File: config.mk
export PLATFORM = sky130hd
export DESIGN_NAME = serial_responder
export DESIGN_NICKNAME = d
export VERILOG_FILES = /design/src/rtl/serial_responder.sv
export SDC_FILE = /design/constraint.sdc
export NUM_CORES = 1
export LEC_CHECK = 0
export CELL_PAD_IN_SITES_DETAIL_PLACEMENT = 0
export CELL_PAD_IN_SITES_GLOBAL_PLACEMENT = 1
export CORE_MARGIN = 2
export CORE_UTILIZATION = 41
export CTS_BUF_LIST = sky130_fd_sc_hd__clkbuf_4 sky130_fd_sc_hd__clkbuf_8 sky130_fd_sc_hd__clkbuf_16
export CTS_CLUSTER_DIAMETER = 100
export DETAILED_ROUTE_END_ITERATION = 8
export GPL_ROUTABILITY_DRIVEN = 0
export GPL_TIMING_DRIVEN = 0
export PLACE_DENSITY_LB_ADDON = 0.15
export SYNTH_ARGS = -nofsm -noshare
export SYNTH_HDL_FRONTEND = slang
export SYNTH_SLANG_ARGS = --single-unit
File: constraint.sdc
create_clock -name clk -period 2.55 [get_ports clk]
set_clock_uncertainty 0.2 [all_clocks]
set_input_delay 0.3825 -clock clk [delete_from_list [all_inputs] [get_ports clk]]
set_output_delay 0.3825 -clock clk [all_outputs]
set_load 0.05 [all_outputs]
File: src/rtl/serial_responder.sv
`default_nettype none
// ============================================================================
// Module   : serial_responder
// Purpose  : Byte-level command responder between UART RX and TX. Parses
//            'R' addr / 'W' addr data commands, performs single-byte accesses
//            on a synchronous memory port and returns one reply byte.
// Revision : 1.0 - initial release
// ============================================================================
module serial_responder #(
  parameter int TIMEOUT    = 12000000,
  parameter int ADDR_WIDTH = 8
) (
  input  logic                  clk,
  input  logic                  rst,
  input  logic [7:0]            rx_dat,
  input  logic                  rx_stb,
  output logic                  rx_rdy,
  output logic [7:0]            tx_dat,
  output logic                  tx_stb,
  input  logic                  tx_rdy,
  output logic [ADDR_WIDTH-1:0] mem_adr,
  output logic                  mem_we,
  output logic                  mem_re,
  output logic [7:0]            mem_wdat,
  input  logic [7:0]            mem_rdat
);

  localparam logic [7:0] OP_READ   = 8'h52;
  localparam logic [7:0] OP_WRITE  = 8'h57;
  localparam logic [7:0] REPLY_OK  = 8'h4B;
  localparam logic [7:0] REPLY_BAD = 8'h3F;

  // Counter only ever needs to hold TIMEOUT-1.
  localparam int               CNT_W = (TIMEOUT > 1) ? $clog2(TIMEOUT) : 1;
  localparam logic [CNT_W-1:0] LIMIT = CNT_W'(TIMEOUT - 1);

  typedef enum logic [2:0] {
    S_IDLE  = 3'd0,
    S_ADDR  = 3'd1,
    S_DATA  = 3'd2,
    S_WRITE = 3'd3,
    S_READ  = 3'd4,
    S_WAIT  = 3'd5,
    S_RESP  = 3'd6
  } state_t;

  state_t           state;
  logic             is_write;
  logic [CNT_W-1:0] cnt;
  logic             accept;

  // A byte transfers only when the receiver offers it and we are ready.
  assign accept = rx_stb && rx_rdy;

  // Command FSM; every output is registered and set on the transition into
  // the state that owns it, so strobes line up exactly with their state.
  always_ff @(posedge clk or posedge rst) begin
    if (rst) begin
      state    <= S_IDLE;
      is_write <= 1'b0;
      cnt      <= '0;
      rx_rdy   <= 1'b0;
      tx_dat   <= 8'h00;
      tx_stb   <= 1'b0;
      mem_adr  <= '0;
      mem_we   <= 1'b0;
      mem_re   <= 1'b0;
      mem_wdat <= 8'h00;
    end else begin
      mem_we <= 1'b0;
      mem_re <= 1'b0;
      case (state)
        S_IDLE: begin
          cnt    <= '0;
          rx_rdy <= 1'b1;
          if (accept) begin
            if (rx_dat == OP_READ || rx_dat == OP_WRITE) begin
              is_write <= (rx_dat == OP_WRITE);
              state    <= S_ADDR;
            end else begin
              tx_dat <= REPLY_BAD;
              tx_stb <= 1'b1;
              rx_rdy <= 1'b0;
              state  <= S_RESP;
            end
          end
        end

        S_ADDR: begin
          if (accept) begin
            cnt     <= '0;
            mem_adr <= rx_dat[ADDR_WIDTH-1:0];
            if (is_write) begin
              state <= S_DATA;
            end else begin
              mem_re <= 1'b1;
              rx_rdy <= 1'b0;
              state  <= S_READ;
            end
          end else if (cnt == LIMIT) begin
            cnt   <= '0;
            state <= S_IDLE;
          end else begin
            cnt <= cnt + 1'b1;
          end
        end

        S_DATA: begin
          if (accept) begin
            cnt      <= '0;
            mem_wdat <= rx_dat;
            mem_we   <= 1'b1;
            rx_rdy   <= 1'b0;
            state    <= S_WRITE;
          end else if (cnt == LIMIT) begin
            cnt   <= '0;
            state <= S_IDLE;
          end else begin
            cnt <= cnt + 1'b1;
          end
        end

        S_WRITE: begin
          tx_dat <= REPLY_OK;
          tx_stb <= 1'b1;
          state  <= S_RESP;
        end

        // Memory samples the address at the end of this cycle.
        S_READ: begin
          state <= S_WAIT;
        end

        // Read data is valid exactly one cycle after the strobe.
        S_WAIT: begin
          tx_dat <= mem_rdat;
          tx_stb <= 1'b1;
          state  <= S_RESP;
        end

        S_RESP: begin
          if (tx_rdy) begin
            tx_stb <= 1'b0;
            rx_rdy <= 1'b1;
            state  <= S_IDLE;
          end
        end

        default: begin
          tx_stb <= 1'b0;
          rx_rdy <= 1'b0;
          state  <= S_IDLE;
        end
      endcase
    end
  end

endmodule
`default_nettype wire

# Word-level counts from Yosys, hierarchy flattened
# Index checks and enable logic that the tools add are counted.
# W data, S select, Z words.
# word_totals
reg_bits,56
inputBits,20
out_inout_bits,28
# classes
addsub,1
n_eq_ne,15
muxes,30
bitwise,2
n_reduce_logical,16
# ops
cell,count
$mux W24,2
$pmux W24 S2,1
$add A24 B1 Y24 const B,1
$eq A24 B24 Y1 const B,1
$pmux W8 S3,1
$mux W3,7
$pmux W3 S6,1
$eq A8 B7 Y1 const B,2
$mux W8,2
$mux W1,14
$ne A2 B2 Y1 const B,6
$eq A3 B3 Y1 const B,3
$eq A3 B2 Y1 const B,2
$reduce_and A2 Y1,3
$reduce_and A3 Y1,2
$reduce_or A3 Y1,2
$pmux W1 S5,1
$reduce_and A5 Y1,1
$pmux W1 S4,1
$reduce_and A4 Y1,1
$reduce_or A2 Y1,2
$eq A3 B1 Y1 const B,1
$logic_not A3 Y1,1
$reduce_bool A3 Y1,1
other kinds (4),5

# Logic depth before layout (Yosys ltp)
# depth
depth_word,5
mapped_depth,7

# Least setup slack after synthesis
# OpenSTA, ideal clock, no wires.
# synth_path
path_type,register to register
start,register rx_rdy
end,register mem_wdat[0]
arrival_time_ns,2.000
path_slack_ns,0.225
path_stages_with_launch,5
synth_period_minus_slack_ns,2.325
path_cell_list,dfrtp_1 nand2_1 or3_1 nor2_1 mux2_2
# synth_between
elab_chain_len,2
# synth_rtl
item,line,source
from (decl),17,"output logic rx_rdy,"
from (signal assigned),62,rx_rdy <= 1'b0;
from (signal assigned),75,rx_rdy <= 1'b1;
from (signal assigned),83,rx_rdy <= 1'b0;
$logic_and A1 B1 Y1,53,assign accept = rx_stb && rx_rdy;
$reduce_and A2 Y1 (no source line),-,
to (signal assigned),111,mem_wdat <= rx_dat;
to (decl),24,"output logic [7:0] mem_wdat,"
# Every way passes these cells.
# A chain may end at the register's enable or synchronous reset.

# Worst setup path after layout
# layout_path
start,register cnt[3]
end,register cnt[23]
# layout_between
elab_chain_len,4
elab_cells_between_ends,5
# layout_rtl
item,line,source
from (decl),49,logic [CNT_W-1:0] cnt;
from (signal assigned),104,cnt <= cnt + 1'b1;
from (signal assigned),119,cnt <= cnt + 1'b1;
$add A24 B1 Y24 / $eq A24 B24 Y1 (equally long branches),-,
$mux W24 *,"100, 115",
$mux W24 *,90,if (accept) begin
$pmux W24 S2 *,72,case (state)
# Mark *: on every way between the ends. The rest lies on a longest branch, timed or not.

==> flow_metrics.env <==
export IMPL_critPathCaptureType="flop"
export IMPL_worstMarginPinSlew_ps=815
export IMPL_worstPathArrival_ps=2490
export IMPL_drc=0
export IMPL_switching_power_mw=1.91
export IMPL_synth_most_common_cell="dfrtp_1"
export IMPL_detail_route_antenna_nets=0
export IMPL_ios=48
export IMPL_leakagePower_nw=1.42
export IMPL_setup_viol=0
export IMPL_hold_path_class="input pin to asynchronous set/reset pin"
export IMPL_grt_use_total=0.185
export IMPL_die_h_um=87.7
export IMPL_yosysTopAreaCellShare=0.488
export IMPL_overflow=0
export IMPL_power_density_nw_per_um2=1110
export IMPL_cpPeakStageDelay_ps=540
export IMPL_antenna_cells=0
export IMPL_synthFlopType="dfrtp_1"
export IMPL_syn_area_um2=2870
export IMPL_ys_top_cells_by_count="dfrtp_1 (56), nor2_1 (36), nand2_1 (28), mux2_2 (17), nor3_1 (13)"
export IMPL_path_cells="nand3_4, or4_1, buf_2, or3_1, or4_1, o211ai_2"
export IMPL_rsz0062_at_grt="yes"
export IMPL_cp_common_cell="or4_1"
export IMPL_first_iter_violations=175
export IMPL_cap_violations=0
export IMPL_grt_pass1_vias=2264
export IMPL_slew_headroom=0.452
export IMPL_combPwrFrac=0.538
export IMPL_clock_fmax_ghz=0.409
export IMPL_grt_pass1_wl_um=11300
export IMPL_clk_pin_slew_worst_paths_ps=110
export IMPL_area_growth_pct=28.1
export IMPL_yosysTopAreaCell="dfrtp_1"
export IMPL_start_kind="flop"
export IMPL_hpwl_um=4780
export IMPL_clock_latency_ps=310
export IMPL_cts_tree="done"
export IMPL_peakVddDrop_mv=0.733
export IMPL_core_area_um2=6790
export IMPL_numPortBuffers=47
export IMPL_r2r_cells=6
export IMPL_place_ws_ps=-295
export IMPL_clk_path_buf_depth=2
export IMPL_numCtsBuffers=5
export IMPL_intPower_mw=2.17
export IMPL_root_buffer="clkbuf_8"
export IMPL_ys_top_cells_by_area="dfrtp_1 (49%), mux2_2 (6.7%), nor2_1 (4.7%), nand2_1 (3.7%), xnor2_1 (2.7%)"
export IMPL_fin_ws_ps=106
export IMPL_synth_nets=318
export IMPL_finalHoldViolCount=0
export IMPL_clock_sinks=56
export IMPL_htreeDepth=2
export IMPL_min_period_ps=2440
export IMPL_avgSynthCellArea_um2=9.67
export IMPL_routed_wl_um=6660
export IMPL_status="finished, final reports clean"
export IMPL_nets=375
export IMPL_syn_inst=297
export IMPL_drv_slew=0
export IMPL_clkPwrFrac=0.150
export IMPL_synth_warnings=0
export IMPL_ys_seq_elements=56
export IMPL_grt_antenna_before_repair=0
export IMPL_die_area_um2=7690
export IMPL_synthDistinctLibCells=50
export IMPL_setup_tns_ps=0
export IMPL_seq_power_share=0.311
export IMPL_r2r_slack_ps=110
export IMPL_dieWidth_um=87.7
export IMPL_worstPathMaxFanout=7
export IMPL_ys_seq_area_frac=0.488
export IMPL_vias=2458
export IMPL_drive_gt1_frac=0.135
export IMPL_critPathBufInv=1
export IMPL_synth_edf_count=0
export IMPL_dr_pass1_iters=4
export IMPL_switching_share=0.468
export IMPL_r2r_end="cnt[23]$_DFFE_PP0P_"
export IMPL_worst_setup_path_type="flop to flop"
export IMPL_post_drt_wl_per_cell_um=14.8
export IMPL_rows=30
export IMPL_start_util=0.423
export IMPL_critPathTopFamily="simple AND/OR/NAND/NOR gates"
export IMPL_viasPerCell=5.45
export IMPL_finalCritPeriodShare=0.958
export IMPL_r2r_start="cnt[3]$_DFFE_PP0P_"
export IMPL_fin_hold_ws_ps=149
export IMPL_grt_max_degree=42
export IMPL_crit_slowest_cell="or4_1"
export IMPL_critical_path_required_ps=2590
export IMPL_async_flop_share=1.00
## cell type report
cell class                      count  area [µm²]
Fill cell                         618        3120
Sequential cell                    56        1400
Buffer                             13        52.6
Clock inverter                      3        46.3
Timing Repair Buffer               50         505
Clock buffer                        5        68.8
Multi-Input combinational cell    224        1470
Tap cell                           96         120
Inverter                            4        15.0
## cell families after synthesis
logic type,count (synthesis),synth area share
AND/OR/NAND/NOR,133,0.235
flip-flops,56,0.488
adder cells (fa/ha/maj),1,0.00436
AO/OA/AOI/OAI,58,0.138
XOR/XNOR,15,0.0458
multiplexers,17,0.0667
buffers and inverters,17,0.0227
## registers in the layout, indices dropped and copies added, names as in the netlist, 3 cells and up
| signal | flops |
|---|---|
| cnt | 24 |
| mem_adr | 8 |
| mem_wdat | 8 |
| state | 3 |
| tx_dat | 8 |
## repair_timing
action | CTS | global route
hold buffers | 0 | 0
setup endpoints to repair | 17 | 32
resized for setup | 4 | 13
setup buffers | 0 | 2
## cell usage in the layout, fill, tap and decap left out, drive strengths merged, types with 3 or more instances in the layout
master / n
o221ai: 3
a22oi: 3
clkdlybuf4s50: 47
nor3: 13
nand2: 28
clkbuf: 15
nand4: 5
nand2b: 5
o211ai: 5
nor2b: 4
dfrtp: 56
mux2: 17
nand3: 12
buf: 6
xnor2: 9
nor2: 36
nor4: 4
o22ai: 3
a21oi: 11
xor2: 6
or4: 6
or3: 5
a31oi: 4
inv: 4
o21ai: 11
o31ai: 4
## layer usage
| layer | vias to the layer above | GRT usage | share of wire |
|---|---|---|---|
| met5 | - | 0 | 0 |
| met4 | 0 | 0.0378 | 0.0080 |
| met3 | 5 | 0.0405 | 0.044 |
| met2 | 45 | 0.279 | 0.44 |
| met1 | 1203 | 0.277 | 0.51 |
| li1 | 1205 | - | - |
## power by group through the flow
| stage | Combinational, mW | Clock [mW] | Sequential, mW |
|---|---|---|---|
| detailed placement | 2.15 | 0 | 1.29 |
| global placement | 2.14 | 0 | 1.27 |
| CTS | 2.16 | 0.627 | 1.27 |
| global route | 2.36 | 0.663 | 1.31 |
| finish | 2.20 | 0.614 | 1.27 |
| floorplan | 0.866 | 0 | 1.89 |
## through the flow
stage / cell area (µm²) / std cells / power (mW) / utilization
3_3_place_gp: 3460 / 440 / 3.42 / 0.510
6_report: 3680 / 451 / 4.09 / 0.541
4_1_cts: 3610 / 449 / 4.06 / 0.531
3_5_place_dp: 3480 / 441 / 3.43 / 0.513
5_1_grt: 3680 / 451 / 4.34 / 0.541
2_1_floorplan: 2870 / 297 / 2.76 / -
## how the worst max path moves through the flow
stage | startpoint | slack (ps) | cells past startpoint | endpoint
2_1_floorplan | rx_rdy$_DFFE_PP0P_ | 230 | 4 | mem_wdat[0]$_DFFE_PP0P_
3_3_place_gp | rst | -550 | 2 | tx_dat[3]$_DFFE_PP0P_
3_5_place_dp | rx_dat[3] | -290 | 6 | state[1]$_DFFE_PP0P_
4_1_cts | cnt[8]$_DFFE_PP0P_ | 20 | 6 | cnt[23]$_DFFE_PP0P_
5_1_grt | cnt[3]$_DFFE_PP0P_ | -6 | 6 | cnt[23]$_DFFE_PP0P_
6_report | cnt[3]$_DFFE_PP0P_ | 110 | 6 | cnt[23]$_DFFE_PP0P_
(Power assumes the default switching activity.)
==> variant, RTL diff (config.mk and constraints unchanged) <==
Set the parameter `TIMEOUT` to 3000000 (it was 12000000).
--- a/src/rtl/serial_responder.sv
+++ b/src/rtl/serial_responder.sv
@@ -9,3 +9,3 @@
 module serial_responder #(
-  parameter int TIMEOUT    = 12000000,
+  parameter int TIMEOUT    = 3000000,
   parameter int ADDR_WIDTH = 8
Check against the original RTL: no difference found for any inputs over 10 cycles, from zero or initial values and one cycle with rst high; that may be too few to reach the edited logic, so the function may still have changed.
==> variant against the unedited design <==
  * First-iteration DRC count decreased by 30%
  * Routed wire length increased by 6.1%
  * Non-clock buffer count increased by 2
  * Final area decreased by 1.0%
  * Sequential cell count decreased by 2
  * Area after synthesis increased by 2.1%
  * Worst setup slack improved by 0.11 ns
  * Via count about the same
  * Critical path depth increased by 2
  * Global-route usage increased by 0.56 points
  * Core utilization decreased by 1.1 points
  * Total power increased by 2.9%
  * Critical path type unchanged
  * Largest cell class unchanged
==> variant: results (changes against the unedited design) <==
{| class="wikitable"
! Metric !! Value
|-
| Peak fanout along the critical path || 10 (+3)
|-
| Average wire length per cell after detail routing || 16.2 um (+9.5%)
|-
| Total wire length after detailed routing || 7.07 mm (+6.1%)
|-
| Outcome || finished, final reports clean
|-
| Leak || 1.46 nW (+2.6%)
|-
| Number of clock sinks || 54 (-3.6%)
|-
| Clk tree area frac || 2.68% (-0.45 points)
|-
| Number of multi-input combinational cells || 205 (-8.5%)
|-
| Mux share of post-synthesis cell area || 6.15% (-0.52 points)
|-
| Worst Setup Slack post-DPL || 0.0212 ns (+0.316 ns)
|-
| Logic inverters || 9 (+5)
|-
| Area taken by multi-input logic gates || 0.00144 mm2 (-1.5%)
|-
| Max FFs per register || 22 (-8.3%)
|-
| Net total in the final layout || 361 (-3.7%)
|-
| Fraction of cell area in non-clock buffers || 16.3% (+1.2 points)
|-
| Data arrival time of the critical path || 2.35 ns (-0.14 ns)
|-
| Worst Tran Pin Value || 0.672 ns (-0.143 ns)
|-
| GR Layer Usage met3 || 3.64% (-0.41 points)
|-
| Number of global-route vias before repair || 2,269 (+0.22%)
|-
| Portion of the post-synthesis area used by sequential elements || 46.1% (-2.7 points)
|-
| Fraction of the mapped netlist area in adder cells || 0.427% (-0.0089 points)
|-
| Number of different library cells in the post-synthesis netlist || 59 (+18%)
|-
| Peak-usage layer in the global routing report || met1
|-
| Max rail drop VDD || 0.000684 V (-6.6%)
|-
| Detailed Place HPWL || 4.91 mm (+2.8%)
|}
variant: cell families after synthesis:
kind of cell | Yosys count
multiplexers | 16
AO/OA/AOI/OAI | 80
adder cells (fa/ha/maj) | 1
buffers and inverters | 26
flip-flops | 54
AND/OR/NAND/NOR | 103
XOR/XNOR | 5
variant: worst paths after layout:
check	from	endpoint	slack [ns]	cells after the start
min	rst	cnt[18]	0.16	2
max in group asynchronous	rst	mem_wdat[0]	1.46	3
min reg2reg	tx_dat[3]	tx_dat[3]	0.30	1
min in group clk	tx_dat[3]	tx_dat[3]	0.30	1
max reg2reg	cnt[0]	cnt[6]	0.22	8
max	cnt[0]	cnt[6]	0.22	8
variant: report_power, final:
group / total (mW) / internal (mW) / switching, mW
clock: 0.531 / 0.205 / 0.326
sequential: 1.31 / 1.12 / 0.190
combinational: 2.36 / 0.867 / 1.49
total: 4.21 / 2.20 / 2.01
